[src/rtl/pps_tick_counter.sv]
// pps_tick_counter: counts fabric clk periods between accepted 1PPS edges and tracks PPS lock.
// Optional build macro PPS_DEGLITCH_EN adds a high-level run-length filter on the synchronised pin.
module pps_tick_counter #(
    parameter int unsigned CLK_FREQ_HZ      = 100000000,
    parameter int unsigned MIN_PERIOD_TICKS = 50000000,
`ifdef PPS_DEGLITCH_EN
    parameter int unsigned DEGLITCH_CYCLES  = 16,
`endif
    parameter int unsigned TIMEOUT_TICKS    = 200000000
) (
    input  logic        clk,
    input  logic        rst,
    input  logic        Pps,
    input  logic        PPSCountReset,
    output logic        PPSDetected,
    output logic        PpsStrobe,
    output logic [31:0] IdealTicksPerSecond,
    output logic [31:0] ActualTicksLastSecond,
    output logic [31:0] ClockTicksThisSecond,
    output logic        o_dbg_state
);

    typedef enum logic {
        NO_PPS = 1'b0,
        LOCKED = 1'b1
    } state_t;

    state_t      r_state;
    state_t      w_state_next;
    logic        r_s1;
    logic        r_s2;
    logic        w_edge;
    logic [31:0] r_count;
    logic [31:0] r_actual;
    logic        r_strobe;
    logic [31:0] w_c_inc;
    logic        w_first;
    logic        w_accept;
    logic        w_timeout;

    always_ff @(posedge clk or posedge rst) begin
        if (rst) begin
            r_s1 <= 1'b0;
            r_s2 <= 1'b0;
        end else begin
            r_s1 <= Pps;
            r_s2 <= r_s1;
        end
    end

`ifdef PPS_DEGLITCH_EN
    // Run length saturates at DEGLITCH_CYCLES so the match fires once per high level.
    logic [4:0] r_run;

    always_ff @(posedge clk or posedge rst) begin
        if (rst) begin
            r_run <= 5'd0;
        end else if (!r_s2) begin
            r_run <= 5'd0;
        end else if (r_run != 5'(DEGLITCH_CYCLES)) begin
            r_run <= r_run + 5'd1;
        end
    end

    assign w_edge = r_s2 && (r_run == 5'(DEGLITCH_CYCLES - 1));
`else
    logic r_p;

    always_ff @(posedge clk or posedge rst) begin
        if (rst) begin
            r_p <= 1'b0;
        end else begin
            r_p <= r_s2;
        end
    end

    assign w_edge = r_s2 && !r_p;
`endif

    // Saturating count-plus-one: the interval this cycle closes if an edge is accepted.
    assign w_c_inc   = (r_count == 32'hFFFF_FFFF) ? r_count : r_count + 32'd1;
    assign w_first   = (r_state == NO_PPS);
    assign w_accept  = w_edge && (w_first || (w_c_inc >= MIN_PERIOD_TICKS));
    assign w_timeout = (w_c_inc >= TIMEOUT_TICKS);

    always_ff @(posedge clk or posedge rst) begin
        if (rst) begin
            r_state <= NO_PPS;
        end else begin
            r_state <= w_state_next;
        end
    end

    always_comb begin
        w_state_next = r_state;
        case (r_state)
            NO_PPS: begin
                if (w_accept && !PPSCountReset) begin
                    w_state_next = LOCKED;
                end
            end
            LOCKED: begin
                if (PPSCountReset || (w_timeout && !w_accept)) begin
                    w_state_next = NO_PPS;
                end
            end
            default: w_state_next = NO_PPS;
        endcase
    end

    // The register-space clear wins over an edge landing in the same cycle.
    always_ff @(posedge clk or posedge rst) begin
        if (rst) begin
            r_count  <= 32'd0;
            r_actual <= 32'd0;
            r_strobe <= 1'b0;
        end else if (PPSCountReset) begin
            r_count  <= 32'd0;
            r_actual <= 32'd0;
            r_strobe <= 1'b0;
        end else if (w_accept) begin
            r_count  <= 32'd0;
            r_strobe <= 1'b1;
            if (r_state == LOCKED) begin
                r_actual <= w_c_inc;
            end
        end else begin
            r_count  <= w_c_inc;
            r_strobe <= 1'b0;
        end
    end

    assign IdealTicksPerSecond   = 32'(CLK_FREQ_HZ);
    assign ActualTicksLastSecond = r_actual;
    assign ClockTicksThisSecond  = r_count;
    assign PpsStrobe             = r_strobe;
    assign PPSDetected           = (r_state == LOCKED);
    assign o_dbg_state           = r_state;

endmodule
[config.mk]
export PLATFORM = sky130hd
export DESIGN_NAME = pps_tick_counter
export DESIGN_NICKNAME = d
export VERILOG_FILES = /design/src/rtl/pps_tick_counter.sv
export SDC_FILE = /design/constraint.sdc
export NUM_CORES = 1
export LEC_CHECK = 0
export BUFFER_PORTS_ARGS = -buffer_cell sky130_fd_sc_hd__buf_2
export CORE_MARGIN = 2
export CORE_UTILIZATION = 57
export DETAILED_ROUTE_END_ITERATION = 10
export PLACE_DENSITY = 0.93
export SETUP_SLACK_MARGIN = 0.1
export SLEW_MARGIN = 10
export SYNTH_ARGS = -nofsm -noshare
export SYNTH_HDL_FRONTEND = slang
export SYNTH_SLANG_ARGS = --single-unit
[constraint.sdc]
create_clock -name clk -period 5.5 [get_ports clk]
set_clock_uncertainty 0.15 [all_clocks]
set_input_delay 0.275 -clock clk [delete_from_list [all_inputs] [get_ports clk]]
set_output_delay 0.275 -clock clk [all_outputs]
set_load 0.02 [all_outputs]
* Yosys cells after proc, flatten, opt, wreduce, memory -nomap -nowiden
Index checks and enable logic that the tools add are counted.
** Storage, ports and cells
- Register bits after elaboration :: 69
- Latch bits :: 0
- Memory bits (writable) :: 0
- Bits in read-only memories :: 0
- Input bits :: 4
- Memories :: 0
** Operators by class
- Add/sub/neg operators :: 1
- Multipliers :: 0
- Divide/modulo/power cells :: 0
- Magnitude comparators :: 2
- Eq/ne operators :: 1
- Shift operators :: 0
- Muxes and demuxes :: 11
- Bitwise operators :: 1
- Reduce and logical (&&, ||, !) cells :: 12
** Operator list (count)
- 32-bit two-way mux :: 6
- 32-bit by 1-bit adder with 32-bit output (second input constant) :: 1
- 32-bit equality test (second input constant) :: 1
- 32-bit by 26-bit greater-or-equal comparator with 1-bit output (second input constant) :: 1
- 32-bit by 28-bit greater-or-equal comparator with 1-bit output (second input constant) :: 1
- 1-bit logical AND :: 4
- 1-bit two-way mux :: 4
- 2-bit nonzero test :: 2
- 1-bit zero test :: 3
- 1-bit logical OR :: 2
- 1-bit one-hot mux with 2 select lines :: 1
- 2-bit AND reduction :: 1
- 1-bit inverter :: 1

* Depth between registers and ports, before layout
- Depth in word-level cells :: 10
- Mapped depth :: 12
- Gate-level depth less buffers :: 10

* Least setup slack after synthesis
Ideal clock, no wire load.
- Path kind :: reg-to-reg
- Start point :: register r_count[0] (netlist: ClockTicksThisSecond[0])
- End point :: register r_actual[5] (netlist: ActualTicksLastSecond[5])
- Library setup time :: 0.124 ns
- Arrival time :: 3.563 ns
- Data required time :: 5.226 ns
- Slack :: 1.663 ns
- Cell stages (with the launch flop) :: 13
- Buffers on the path :: 2
- Period minus slack after synthesis :: 3.837 ns
- Path through :: dfrtp_1 > ha_1 > nand4_1 > or4_1 > buf_4 > or4_1 > xor2_1 > nand3b_1 > nor4_1 > and3_1 > a21oi_4 > buf_6 > o2bb2ai_2
** On the way
- Longest elaborated chain between the ends :: 7
- Elaborated cells on any way between the ends :: 11
- Classes of those cells :: add/sub: 1; order compare: 1; eq/ne: 1; mux: 4; reduce/logical: 4
** Ends and longest elaborated chain
- from (decl) :: RTL line 33 : logic [31:0] r_count;
- from (signal assigned) :: RTL line 128 : r_count <= w_c_inc;
- 32-bit by 1-bit adder with 32-bit output or 32-bit equality test (tied branches) :: RTL line 81 : assign w_c_inc = (r_count == 32'hFFFF_FFFF) ? r_count : r_count + 32'd1;
- 32-bit two-way mux * :: RTL line 81
- 32-bit by 26-bit greater-or-equal comparator with 1-bit output :: RTL line 83 : assign w_accept = w_edge && (w_first || (w_c_inc >= MIN_PERIOD_TICKS));
- 1-bit logical OR :: RTL line 83
- 1-bit logical AND :: RTL line 83
- 2-bit nonzero test (no source line)
- 2-bit AND reduction (no source line)
- to (signal assigned) :: RTL line 125 : r_actual <= w_c_inc;
- to (decl) :: RTL line 34 : logic [31:0] r_actual;
Every way passes the cells marked *; elsewhere a longest branch is shown, timed or not. The select of a mux whose other input is x is not followed.
A chain may end at the register's enable or synchronous reset.

* Worst setup path after layout
- Start point :: register r_count[0] (netlist: ClockTicksThisSecond[0])
- End point :: register r_actual[14] (netlist: ActualTicksLastSecond[14])
The elaborated chain is that of the path after synthesis.

==> flow_metrics.env <==
export IMPL_status="complete, no violations"
export IMPL_insertion_delay_ns=0.35
export IMPL_num_rows=30
export IMPL_place_congestion=0.898
export IMPL_fp_dieArea_mm2=0.00760
export IMPL_met2_length_mm=4.35
export IMPL_grt_usage_pct=25.6
export IMPL_ioPinCount=103
export IMPL_die_height_um=87.2
export IMPL_synth_ff_type="dfrtp_1"
export IMPL_fin_cells=538
export IMPL_drtPass1Iterations=7
export IMPL_wl_met1_mm=3.88
export IMPL_hold_viol=0
export IMPL_synth_most_common_cell="dfrtp_1"
export IMPL_cts_buffers=9
export IMPL_async_flop_share_pct=100
export IMPL_worst_pin_slew_ns=1.10
export IMPL_vias=3266
export IMPL_hold_path_class="in -> async"
export IMPL_drv_slew=0
export IMPL_clock_tree_htree_level_count=3
export IMPL_wl_met3_um=771
export IMPL_r2r_start="ClockTicksThisSecond[0]"
export IMPL_clock_sinks=69
export IMPL_path_class="reg -> reg"
export IMPL_antenna_found_initial=0
export IMPL_synthTopCellsByCount="69 x dfrtp_1, 56 x nor2_1, 35 x buf_4"
export IMPL_layout_nets=459
export IMPL_p_leak_nw=2.02
export IMPL_grt_pass1_vias=3026
export IMPL_r2r_cells=11
export IMPL_cp_slowest_cell="or4_1"
export IMPL_power_mw=0.941
export IMPL_worst_path_max_fanout=18
export IMPL_gr_total_overflow=0
export IMPL_synth_top_cell_area_share_pct=43.8
export IMPL_hpwl_mm=6.68
export IMPL_cts_tree="done"
export IMPL_setup_violations_final=0
export IMPL_path_cells="ha_1 -> nand4_1 -> or4_1 -> or4_1 -> xor2_1 -> nand3b_1 -> nor4_1 -> o21a_2 -> o21ai_2 -> buf_4 -> o2bb2ai_1"
export IMPL_vias_per_cell=6.07
export IMPL_areaGrowthSynthToFinish_pct=9.81
export IMPL_drt_iter0_drc=361
export IMPL_synth_edf_count=0
export IMPL_die_x_um=87.2
export IMPL_top_layer="met4"
export IMPL_core_area_mm2=0.00676
export IMPL_drt_total_wl_mm=9.29
export IMPL_clockBufferDepth=2
export IMPL_finalCoreUtilization_pct=64.1
export IMPL_syn_inst=387
export IMPL_drc=0
export IMPL_cts_root_buf="clkbuf_8"
export IMPL_start_util_pct=58.4
export IMPL_n_antenna_cell=0
export IMPL_pre_cts_slack_ns=0.948
export IMPL_vdd_drop_max_uv=156
export IMPL_setup_tns_ns=0
export IMPL_grt_pass1_wl_mm=14.9
export IMPL_post_place_cells=521
export IMPL_worst_endpoint_required_ns=5.62
export IMPL_r2r_end="ActualTicksLastSecond[14]"
export IMPL_post_synth_top_area_cell="dfrtp_1"
export IMPL_powerDensity_mw_per_mm2=217
export IMPL_synthTopCellsByArea="dfrtp_1 44%, buf_4 6.7%, nor2_1 5.3%, o2bb2ai_2 5.0%, o2bb2ai_1 4.2%"
export IMPL_path_clk_slew_ns=0.07
export IMPL_timing_final_crit_share_pct=85.0
export IMPL_drive_above_1_share_pct=25.8
export IMPL_reg2reg_slack_ns=0.82
export IMPL_wire_per_inst_um=17.3
export IMPL_antenna_left=0
export IMPL_crit_top_cell="or4_1"
export IMPL_syn_area_mm2=0.00394
export IMPL_cts_resized=0
export IMPL_io_buffer_count=70
export IMPL_yosysSeqAreaShare_pct=43.8
export IMPL_cpPeakStageDelay_ns=0.79
export IMPL_ys_ff_latch=69
export IMPL_rsz0062_at_grt="false"
export IMPL_clock_fmax_mhz=214
export IMPL_fin_ws_ns=0.822
export IMPL_ys_warn_count=0
export IMPL_max_slew_margin_rel_pct=26.2
export IMPL_synth_cell_types=62
export IMPL_syn_avg_cell_area_um2=10.2
export IMPL_crit_arrival_ns=4.79
export IMPL_grt_max_degree=70
export IMPL_critPathCaptureType="flip-flop"
export IMPL_drv_cap=0
export IMPL_fin_crit_ns=4.68
export IMPL_start_kind="flip-flop"
## worst max path at each step
stage               slack [ns]               startpoint                         to
floorplan                 1.66  ClockTicksThisSecond[0]   ActualTicksLastSecond[5]
CTS                       0.92  ClockTicksThisSecond[0]  ActualTicksLastSecond[14]
global placement          1.10  ClockTicksThisSecond[0]  ActualTicksLastSecond[10]
global route              0.55  ClockTicksThisSecond[0]  ActualTicksLastSecond[14]
finish                    0.82  ClockTicksThisSecond[0]  ActualTicksLastSecond[14]
detailed placement        0.95  ClockTicksThisSecond[0]  ActualTicksLastSecond[13]
## critical path: cells and delay by family (launching register included)
kind	cells	cell delay (ns)
flops	1	0.44
xor+xnor	1	0.39
compound gates	3	0.68
buf+inv	1	0.32
fa+ha+maj	1	0.26
simple gates	5	2.35
## where the power goes
part | total, mW | switching [mW] | internal, mW
logic | 0.0710 | 0.0575 | 0.0135
clock network | 0.354 | 0.184 | 0.170
registers | 0.517 | 0.00519 | 0.512
total | 0.941 | 0.246 | 0.695
## cells in the final DEF, fill, tap and decap left out, types with 6 or more instances in the layout
master / synthesis / final
xnor2_1: 13 / 13
nand4_1: 14 / 14
nor2_1: 56 / 56
nor3_1: 10 / 10
nand2_1: 22 / 22
conb_1: 2 / 32
dfrtp_1: 69 / 69
o2bb2ai_1: 19 / 19
clkbuf_8: 0 / 10
nand3_1: 14 / 14
o21ai_0: 6 / 6
buf_2: 1 / 70
o2bb2ai_2: 13 / 13
nor4_1: 7 / 7
xor2_1: 10 / 10
## layer usage
metal	up-vias	GRT usage [%]
li1	1482	-
met1	1552	34.5
met2	195	39.9
met3	37	5.50
met4	0	11.3
met5	-	0
## state kept, by name (all words and copies together) (netlist names)
| register | cells |
|---|---|
| ActualTicksLastSecond | 32 |
| ClockTicksThisSecond | 32 |
| PPSDetected | 1 |
| PpsStrobe | 1 |
| r_p | 1 |
| r_s1 | 1 |
| r_s2 | 1 |
## layout make-up
class | count | area [um2]
clock buffer | 10 | 138
clock inverter | 5 | 27.5
fill | 561 | 2430
inverter | 6 | 22.5
multi-input combinational | 293 | 1920
sequential | 69 | 1730
tap | 80 | 100
timing repair buffer | 75 | 393
## repair_timing
action	4_1_cts	5_1_grt
endpoints found under the hold margin	3	0
hold buffers	2	0
buffers inserted	0	0
## through the flow
step                cell area, um2  hold slack, ns
floorplan                     4060           0.156
global placement              4140           0.183
detailed placement            4140           0.195
CTS                           4330          0.0393
global route                  4330           0.106
finish                        4330          0.0226
## cell families after synthesis
kind of cell | synth area share, %
AOI/OAI and AO/OA | 17.7
xor gates and xnor gates | 5.11
adders and majority gates | 0.317
buffers and inverters | 10.3
DFF | 43.8
muxes | 1.27
other | 0.190
and+or+nand+nor | 21.3
Note: power is estimated with default switching activity, not from simulation.
